**src/rtl/traffic_sensor_frontend.sv**
```systemverilog
// Sensor conditioning for the intersection controller: debounce, lane queue counts,
// pedestrian request count and emergency hold/priority. Optional input sync: SENSOR_SYNC_EN.
module traffic_sensor_frontend #(
  parameter int DEB_CYC  = 3,
  parameter int EMG_HOLD = 10
) (
  input  logic       clk,
  input  logic       rst,
  input  logic       main_arr,
  input  logic       main_dep,
  input  logic       left_arr,
  input  logic       left_dep,
  input  logic       sec_arr,
  input  logic       sec_dep,
  input  logic       p_req,
  input  logic       ped_on,
  input  logic       m_emg_in,
  input  logic       s_emg_in,
  output logic [2:0] main_num,
  output logic [2:0] left_num,
  output logic [2:0] sec_num,
  output logic [2:0] p_num,
  output logic       m_emergency,
  output logic       s_emergency,
  output logic [1:0] emg_dbg
);

  localparam int          NIN       = 9;
  localparam int          I_MARR    = 0;
  localparam int          I_MDEP    = 1;
  localparam int          I_LARR    = 2;
  localparam int          I_LDEP    = 3;
  localparam int          I_SARR    = 4;
  localparam int          I_SDEP    = 5;
  localparam int          I_PREQ    = 6;
  localparam int          I_MEMG    = 7;
  localparam int          I_SEMG    = 8;
  localparam logic [3:0]  DEB_LIM   = 4'(DEB_CYC);
  localparam logic [7:0]  HOLD_INIT = 8'(EMG_HOLD);

  typedef enum logic {IDLE, ACTIVE} emg_state_t;

  logic [NIN-1:0] raw;
  logic [NIN-1:0] sampled;

  assign raw = {s_emg_in, m_emg_in, p_req, sec_dep, sec_arr,
                left_dep, left_arr, main_dep, main_arr};

`ifdef SENSOR_SYNC_EN
  logic [NIN-1:0] sync1, sync2;

  always_ff @(posedge clk) begin
    if (rst) begin
      sync1 <= '0;
      sync2 <= '0;
    end else begin
      sync1 <= raw;
      sync2 <= sync1;
    end
  end

  assign sampled = sync2;
`else
  assign sampled = raw;
`endif

  // Debounce: a run of DEB_CYC samples disagreeing with the filtered level flips it.
  logic [NIN-1:0] filt, filt_nxt, ev;
  logic [3:0]     run_cnt [NIN];
  logic [3:0]     run_nxt [NIN];

  always_comb begin
    filt_nxt = filt;
    for (int i = 0; i < NIN; i++) begin
      run_nxt[i] = '0;
      if (sampled[i] != filt[i]) begin
        if (run_cnt[i] + 4'd1 == DEB_LIM) filt_nxt[i] = ~filt[i];
        else                              run_nxt[i] = run_cnt[i] + 4'd1;
      end
    end
  end

  always_ff @(posedge clk) begin
    if (rst) begin
      filt <= '0;
      ev   <= '0;
      for (int i = 0; i < NIN; i++) run_cnt[i] <= '0;
    end else begin
      filt <= filt_nxt;
      ev   <= filt_nxt & ~filt;
      for (int i = 0; i < NIN; i++) run_cnt[i] <= run_nxt[i];
    end
  end

  function automatic logic [2:0] lane_next(input logic [2:0] c, input logic a, input logic d);
    logic [2:0] r;
    r = c;
    if (a && !d && c != 3'd7)      r = c + 3'd1;
    else if (d && !a && c != 3'd0) r = c - 3'd1;
    return r;
  endfunction

  logic ped_prev;
  logic ped_clr;

  assign ped_clr = ped_prev & ~ped_on;

  always_ff @(posedge clk) begin
    if (rst) begin
      main_num <= '0;
      left_num <= '0;
      sec_num  <= '0;
      p_num    <= '0;
      ped_prev <= 1'b0;
    end else begin
      main_num <= lane_next(main_num, ev[I_MARR], ev[I_MDEP]);
      left_num <= lane_next(left_num, ev[I_LARR], ev[I_LDEP]);
      sec_num  <= lane_next(sec_num,  ev[I_SARR], ev[I_SDEP]);
      ped_prev <= ped_on;
      if (ped_clr)                         p_num <= {2'b00, ev[I_PREQ]};
      else if (ev[I_PREQ] && p_num != 3'd7) p_num <= p_num + 3'd1;
    end
  end

  // Emergency FSMs: hold counter reloads while the beacon is present, counts down after.
  emg_state_t m_state, m_state_nxt, s_state, s_state_nxt;
  logic [7:0] m_hold, m_hold_nxt, s_hold, s_hold_nxt;

  always_ff @(posedge clk) begin
    if (rst) begin
      m_state     <= IDLE;
      s_state     <= IDLE;
      m_hold      <= '0;
      s_hold      <= '0;
      m_emergency <= 1'b0;
      s_emergency <= 1'b0;
    end else begin
      m_state     <= m_state_nxt;
      s_state     <= s_state_nxt;
      m_hold      <= m_hold_nxt;
      s_hold      <= s_hold_nxt;
      m_emergency <= (m_state_nxt == ACTIVE);
      s_emergency <= (s_state_nxt == ACTIVE) && (m_state_nxt != ACTIVE);
    end
  end

  always_comb begin
    m_state_nxt = m_state;
    m_hold_nxt  = m_hold;
    s_state_nxt = s_state;
    s_hold_nxt  = s_hold;
    case (m_state)
      IDLE: if (ev[I_MEMG]) begin
        m_state_nxt = ACTIVE;
        m_hold_nxt  = HOLD_INIT;
      end
      ACTIVE: begin
        if (filt[I_MEMG])       m_hold_nxt  = HOLD_INIT;
        else if (m_hold != '0)  m_hold_nxt  = m_hold - 8'd1;
        else                    m_state_nxt = IDLE;
      end
      default: m_state_nxt = IDLE;
    endcase
    case (s_state)
      IDLE: if (ev[I_SEMG]) begin
        s_state_nxt = ACTIVE;
        s_hold_nxt  = HOLD_INIT;
      end
      ACTIVE: begin
        if (filt[I_SEMG])       s_hold_nxt  = HOLD_INIT;
        else if (s_hold != '0)  s_hold_nxt  = s_hold - 8'd1;
        else                    s_state_nxt = IDLE;
      end
      default: s_state_nxt = IDLE;
    endcase
  end

  assign emg_dbg = {s_state == ACTIVE, m_state == ACTIVE};

endmodule

```
**config.mk**
```make
export PLATFORM = sky130hd
export DESIGN_NAME = traffic_sensor_frontend
export DESIGN_NICKNAME = d
export VERILOG_FILES = /design/src/rtl/traffic_sensor_frontend.sv
export SDC_FILE = /design/constraint.sdc
export NUM_CORES = 1
export LEC_CHECK = 0
export CELL_PAD_IN_SITES_DETAIL_PLACEMENT = 0
export CELL_PAD_IN_SITES_GLOBAL_PLACEMENT = 1
export CORE_MARGIN = 1
export CORE_UTILIZATION = 41
export DETAILED_ROUTE_END_ITERATION = 8
export GPL_TIMING_DRIVEN = 0
export PLACE_DENSITY_LB_ADDON = 0.1
export SYNTH_ARGS = -nofsm -noshare
export SYNTH_HDL_FRONTEND = slang
export SYNTH_SLANG_ARGS = --single-unit
```
**constraint.sdc**
```tcl
create_clock -name clk -period 1.8 [get_ports clk]
set_input_delay 0.18 -clock clk [delete_from_list [all_inputs] [get_ports clk]]
set_output_delay 0.18 -clock clk [all_outputs]
set_load 0.01 [all_outputs]
```
==> results by group, run 1 <==
Routing
  • DRC viols: 0
  • Number of detailed-route iterations in the first pass: 4
  • Vias per cell: just over 5
  • Post-route antenna net violation count: 0
  • WL per Instance: 12.9 um
  • Vias post-DR: around 3500
  • Routed Wire Length: a little under 9000 um
  • DR iter-0 viols: between 150 and 200

Yosys
  • Top_reg_cell synth: dfxtp_1
  • Avg Synthesized Cell Area: a little under 9 um^2
  • Cell count after synthesis: around 490
  • Post-synthesis sequential area ratio: approximately two fifths
  • Library cells used by synthesis: just under 50
  • EDFF count, synth: 0
  • Post-synth ARST share: 0%
  • Ys Warns: 0
  • Mapped Area: approximately 4300 um^2
  • #FFs+latches synth: 86
  • Post-Syn Nets: between 500 and 600

Power and ir drop
  • Leak Pwr: around 1.9 nW
  • Power per standard cell area: 789 nW/um^2
  • Peak supply drop: 0.000342 V

Layout
  • Register Area: 1730 um^2
  • Layout Area Growth over Synthesis: 20.2%
  • # nets final: between 500 and 600
  • Cell area after layout: 5160 um^2
  • Ant diodes: 0
  • Layout cell share with drive strength beyond 1: roughly an eighth
  • Util after Layout: between 50% and 60%
  • Multi-input logic area: roughly 2500 um^2
  • # fillers: roughly 1000

Timing
  • Max Clock Freq: about 560 MHz
  • Setup Viol. Count Final: 0
  • Post-route minimum period: 1.77 ns
  • Final count of hold timing violations: 0
  • Clk_skew: 0.0108 ns
  • Final worst-path cycle share: 98.6%
  • RSZ-0062 raised after global routing: true
  • Final Max Tran Viols: 0
  • Worst rel slew slack: 52.8%
  • Slew @ Worst Pin: 0.701 ns
  • Final worst slack: about 0.026 ns
  • Hold_ws: 0.251 ns

Clocking
  • CTS tree: yes
  • Clk sink count: 86
  • Clk root buf: clkbuf_8
  • Clk buf depth: 2
  • Total CTS buffers: 9
  • Htree depth: 3
  • Clock latency on the worst-skew pair: between 0.3 and 0.4 ns
  • Clock-pin transition on the worst setup and hold timing paths: roughly 0.09 ns

Placement
  • Port bufs: 26
  • Final RePlAce weighted congestion: roughly 0.79
  • Place WS: -0.241 ns
  • Post-DP Area: 4730 um^2
  • Detailed placement HPWL: around 6000 um

Global routing
  • Initial antenna violation count: 0
  • First-pass GRT wire length: 14600 um
  • Global route total overflow: 0
  • GRT Total Usage: between 10% and 20%
  • Largest net degree at the start of global routing: 15
  • Vias in the first global route: ~3300

Die
  • # IOs: 28
  • Initial Util: 42.0%
  • Die span in x: 104 um
  • FP Rows: 37
  • Die ar.: 10900 um^2
  • Core area: around 10000 um^2
  • Die Y-Extent: between 100 and 150 um

Setup path
  • WP data arrival: roughly 2.0 ns
  • Critical Path RT: ~2 ns
  • Crit Path Max Fanout: 6
  • Max incr delay on CP: between 0.4 and 0.5 ns
  • Largest delay share family, worst path: compound AO/OA/AOI/OAI gates
  • CP bufs+invs: 1
  • CP Capture Type: flop
  • Worst-path cell chain: buf_6, nor2b_4, nand2_2, fa_2, a31oi_1, nor2_1, a2111oi_0
  • Type of origin of the critical path: flop
  • Slowest stage cell, crit path: fa_2
  • Crit Path Class: reg2reg

Hold path
  • Worst Hold Class: in2reg

Run
  • MaxCap Viol Count: 0

Run status
  • Outcome: finished clean
[per-stage QoR]
step	setup TNS [ns]	cells	total power, mW
global placement	-1.87	656	2.33
global route	-0.120	677	4.26
detailed placement	-3.14	656	2.34
finish	0	677	4.07
floorplan	0	494	2.24
CTS	0	672	4.13
[report_power, final]
part | total (mW) | switching [mW] | internal (mW)
registers | 2.01 | 0.0600 | 1.95
clock network | 1.77 | 0.703 | 1.06
logic | 0.297 | 0.164 | 0.133
total | 4.07 | 0.927 | 3.15
[sequential cells by signal, summed over array words and instances, names as in the netlist]
signal / count
run_cnt: 36
ev: 9
filt: 9
m_hold: 8
s_hold: 8
left_num: 3
main_num: 3
p_num: 3
sec_num: 3
m_state: 1
ped_prev: 1
s_emergency: 1
s_state: 1
[worst paths after layout]
check	slack [ns]	cells after the start	start	end
max	0.03	7	ev[2]	left_num[2]
min	0.25	2	rst	ped_prev
max reg2reg	0.03	7	ev[2]	left_num[2]
min reg2reg	0.46	1	filt[0]	ev[0]
[worst register-to-register path, delay by kind of cell, from the launching register on]
kind            cells  cell delay [ns]
compound gates      2             0.51
flops               1             0.33
fa+ha+maj           1             0.42
simple gates        3             0.28
buf+inv             1             0.11
[final cells by class]
class | instances | share of cell area (%)
multi-input cells | 372 | 48.9
well taps | 136 | 3.30
inverters | 22 | 1.60
clock inverters | 6 | 2.59
repair buffers | 31 | 5.77
plain buffers | 14 | 1.87
flip-flops and latches | 86 | 33.5
clock buffers | 10 | 2.47
[cells by family after synthesis]
logic type | after synthesis | share of synthesized area [%]
adders and majority gates | 27 | 8.39
xor gates and xnor gates | 36 | 7.34
muxes | 11 | 2.56
AOI/OAI and AO/OA | 86 | 13.5
and+or+nand+nor | 212 | 24.8
buffers and inverters | 36 | 3.32
DFF | 86 | 40.1
[routing by layer]
layer	wire [um]	track usage [%]	vias to the layer above	share of wire (%)
met1	4180	20.0	1626	48
met3	283	4.20	11	3.2
met4	113	6.43	0	1.3
met2	4150	28.5	37	48
li1	-	-	1823	-
met5	0	0	-	0
[placed cells by master, fill, tap and decap left out, types with 3 or more instances in the layout]
master           instances
dfxtp_1                 78
nor2_1                  63
nand2_1                 40
nor3_1                  26
clkdlybuf4s50_1         26
ha_1                    24
xor2_1                  23
inv_1                   22
nand3_1                 20
o21ai_0                 19
a21oi_1                 18
xnor2_1                 13
mux2i_1                 11
a31oi_1                 11
clkbuf_8                10
buf_4                    9
nor4b_1                  8
dfxtp_2                  8
nand3b_1                 7
clkbuf_1                 6
nor2b_1                  5
and2_1                   5
nand2b_1                 5
or2_2                    4
o31ai_1                  4
nand4_1                  4
a21bo_2                  4
and3_1                   4
bufinv_16                4
nor2b_4                  3
or4_1                    3
o32ai_2                  3
nor3b_1                  3
a22oi_1                  3
fa_2                     3
[synth_stat cells (11+ instances only)]
library cell / number / area (um^2)
xor2_1: 23 / 201
a21oi_1: 19 / 95.1
inv_1: 22 / 82.6
dfxtp_1: 86 / 1720
ha_1: 24 / 300
xnor2_1: 13 / 114
o21ai_0: 21 / 105
nor2_1: 64 / 240
clkbuf_1: 11 / 41.3
mux2i_1: 11 / 110
nand2_1: 42 / 158
nand3_1: 21 / 105
a31oi_1: 11 / 68.8
nor3_1: 26 / 130
[what timing repair did]
action,CTS,global route
hold buffers,0,0
setup buffers,0,5
gates resized for setup,17,35
setup endpoints to repair,5,18
pin swaps,1,13
(Power assumes the default switching activity.)
==> run 2, diff against run 1 <==
--- a/config.mk
+++ b/config.mk
@@ -8,7 +8,7 @@
 export CELL_PAD_IN_SITES_DETAIL_PLACEMENT = 0
 export CELL_PAD_IN_SITES_GLOBAL_PLACEMENT = 1
 export CORE_MARGIN = 1
-export CORE_UTILIZATION = 41
+export CORE_UTILIZATION = 45
 export DETAILED_ROUTE_END_ITERATION = 8
 export GPL_TIMING_DRIVEN = 0
 export PLACE_DENSITY_LB_ADDON = 0.1
==> constraint.sdc (replaced) <==
create_clock -name clk -period 2 [get_ports clk]
set_input_delay 0.2 -clock clk [delete_from_list [all_inputs] [get_ports clk]]
set_output_delay 0.2 -clock clk [all_outputs]
set_load 0.01 [all_outputs]
==> run 2 against run 1 <==
Clock skew up 0.0029 ns. Routed wire length down 4.7%. Register-to-register slack better by 0.12 ns. Total power down 13%. Clock power down 16%. Sequential cell count unchanged. Core utilization up 3.5 points. Via count down 1.3%. Sequential power down 10%. Critical path type unchanged.
==> results by group, run 2 (synthesis gave the netlist of run 1 again) <==
Layout
  • Largest regs: run_cnt x36, ev x9, filt x9 (unchanged)
  • Cell area after layout: 4980 um^2 (was 5160 um^2)
  • # nets final: 567 (was 575)
  • Layout Area Growth over Synthesis: 16.0% (was 20.2%)
  • Non-filler cells, final: 662 (was 677)
  • Commonest non-fill, non-tap cell in the layout: dfxtp_1 (unchanged)
  • # fillers: 872 (was 1002)
  • Layout cell share with drive strength beyond 1: 7.69% (was 12.4%)
  • Max reg flops: 36 (unchanged)
  • Biggest register: run_cnt (unchanged)
  • Most frequent cells in the layout: dfxtp_1 (83), nor2_1 (64), nand2_1 (42), nor3_1 (26), clkdlybuf4s50_1 (26) (was dfxtp_1 (78), nor2_1 (63), nand2_1 (40), nor3_1 (26), clkdlybuf4s50_1 (26))
  • Register Area: 1730 um^2 (about the same)
  • Multi-input logic area: 2450 um^2 (was 2520 um^2)
  • Ant diodes: 0 (unchanged)

Global routing
  • Vias in the first global route: 3167 (was 3253)
  • Largest net degree at the start of global routing: 15 (unchanged)
  • First-pass GRT wire length: 14400 um (was 14600 um)
  • Initial antenna violation count: 0 (unchanged)
  • Global route total overflow: 0 (unchanged)
  • GRT Total Usage: 18.1% (was 16.7%)

Setup path
  • R2R Setup Slk: 0.14 ns (was 0.03 ns)
  • Critical Path RT: 2.23 ns (was 2.06 ns)
  • Max incr delay on CP: 0.44 ns (was 0.42 ns)
  • Type of origin of the critical path: flop (unchanged)
  • WP data arrival: 2.08 ns (was 2.03 ns)
  • CP Capture Type: flop (unchanged)
  • Crit Path Max Fanout: 9 (was 6)
  • Crit Path Class: reg2reg (unchanged)
  • Worst r2r path cells: 6 (was 7)
  • Worst r2r src: ev[0] (was ev[2])
  • CP bufs+invs: 0 (was 1)
  • Worst-path cell chain: nor2b_2, nand2_1, fa_1, nand3b_1, o22ai_1, a2111oi_0 (was buf_6, nor2b_4, nand2_2, fa_2, a31oi_1, nor2_1, a2111oi_0)
  • Slowest stage cell, crit path: fa_1 (was fa_2)
  • Largest delay share family, worst path: compound AO/OA/AOI/OAI gates (unchanged)
  • R2r endpoint: main_num[2] (was left_num[2])

Placement
  • Placed insts: 649 (was 656)
  • Post-DP Area: 4720 um^2 (was 4730 um^2)
  • Port bufs: 26 (unchanged)
  • Place WS: -0.120 ns (was -0.241 ns)
  • Detailed placement HPWL: 5930 um (was 6050 um)
  • Final RePlAce weighted congestion: 0.837 (was 0.788)

Clocking
  • CTS tree: yes (unchanged)
  • Setup bufs post-CTS: 0 (unchanged)
  • Clock latency on the worst-skew pair: 0.35 ns (was 0.37 ns)
  • Htree depth: 3 (unchanged)
  • Clk sink count: 86 (unchanged)
  • Clk root buf: clkbuf_8 (unchanged)
  • Total CTS buffers: 9 (unchanged)
  • Post-CTS Hold Fix Bufs: 0 (unchanged)
  • Clock-pin transition on the worst setup and hold timing paths: 0.09 ns (about the same)
  • Clk buf depth: 2 (unchanged)

Routing
  • DRC viols: 0 (unchanged)
  • DR iter-0 viols: 59 (was 175)
  • Routed Wire Length: 8320 um (was 8720 um)
  • Number of detailed-route iterations in the first pass: 4 (unchanged)
  • Vias per cell: 5.21 (was 5.17)
  • WL per Instance: 12.6 um (was 12.9 um)
  • Post-route antenna net violation count: 0 (unchanged)
  • Vias post-DR: 3451 (was 3497)

Die
  • Initial Util: 46.5% (was 42.0%)
  • FP Rows: 35 (was 37)
  • Core area: 9240 um^2 (was 10200 um^2)
  • # IOs: 28 (unchanged)
  • Die ar.: 9940 um^2 (was 10900 um^2)
  • Die span in x: 99.7 um (was 104 um)
  • Die Y-Extent: 99.7 um (was 104 um)

Hold path
  • Hold path startpoint: rst (unchanged)
  • Worst Hold Class: in2reg (unchanged)
  • End of the worst hold path: ped_prev (unchanged)
  • Cells on Worst Hold Path: 2 (unchanged)

Timing
  • RSZ-0062 raised after global routing: false (was true)
  • Post-route minimum period: 1.86 ns (was 1.77 ns)
  • Worst rel slew slack: 50.3% (was 52.8%)
  • Slew @ Worst Pin: 0.738 ns (was 0.701 ns)
  • Setup Viol. Count Final: 0 (unchanged)
  • Setup tns final: 0 ns (unchanged)
  • Final worst-path cycle share: 92.8% (was 98.6%)
  • Final worst slack: 0.145 ns (was 0.0255 ns)
  • Clk_skew: 0.0137 ns (was 0.0108 ns)
  • Max Clock Freq: 539 MHz (was 564 MHz)
  • Final count of hold timing violations: 0 (unchanged)
  • Final Max Tran Viols: 0 (unchanged)

Power and ir drop
  • Power per standard cell area: 711 nW/um^2 (was 789 nW/um^2)
  • Overall Power: 3.55 mW (was 4.07 mW)
  • Leak Pwr: 1.83 nW (was 1.91 nW)
  • Peak supply drop: 0.000387 V (was 0.000342 V)

Run
  • MaxCap Viol Count: 0 (unchanged)

Run status
  • Outcome: finished clean (unchanged)
[run 2: cell count changes in the layout (fill, tap and decap cells not counted), moves of 3 or more]
cell / before / now
o32ai_1: 2 / 5
nor2b_4: 3 / 0
buf_4: 9 / 2
o32ai_2: 3 / 0
nor2b_2: 0 / 3
dfxtp_1: 78 / 83
clkbuf_2: 0 / 3
dfxtp_2: 8 / 1
[run 2: metal layers]
metal	vias to the layer above	share of wire, %	track usage [%]	wire length (um)
li1	1809	-	-	-
met1	1591	47	22.5	3950
met2	46	48	31.1	4010
met3	5	3.5	4.36	288
met4	0	0.87	5.54	72
met5	-	0	0	0
[run 2: cell type report]
type,count,share of cell area (%)
plain buffers,11,1.05
flip-flops and latches,86,34.7
well taps,129,3.24
multi-input cells,372,49.1
inverters,22,1.66
repair buffers,26,5.22
clock buffers,11,2.84
clock inverters,5,2.13
[run 2: power by group]
part / switching (mW) / internal, mW
clock: 0.615 / 0.867
sequential: 0.0560 / 1.75
combinational: 0.142 / 0.112
total: 0.813 / 2.73
[run 2: worst max-delay path by stage]
stage	start	slack, ns	endpoint	cells past startpoint
after floorplan	ev[4]	0.12	sec_num[2]	7
after global placement	ev[2]	-0.09	left_num[2]	7
after detailed placement	ev[2]	-0.12	left_num[2]	7
after CTS	ev[2]	0.08	left_num[2]	6
after global routing	main_num[0]	0.0007	main_num[2]	7
final	ev[0]	0.14	main_num[2]	6
[run 2: repair_timing]
action	in CTS	in global routing
resized for setup	3	14
setup endpoints to repair	3	4
pin swaps	0	0
[run 2: through the flow]
step | hold slack [ns] | util, %
4_1_cts | 0.325 | 53.7
3_5_place_dp | 0.454 | 51.1
6_report | 0.322 | 53.9
2_1_floorplan | 0.328 | -
5_1_grt | 0.374 | 53.9
3_3_place_gp | 0.449 | 51.1
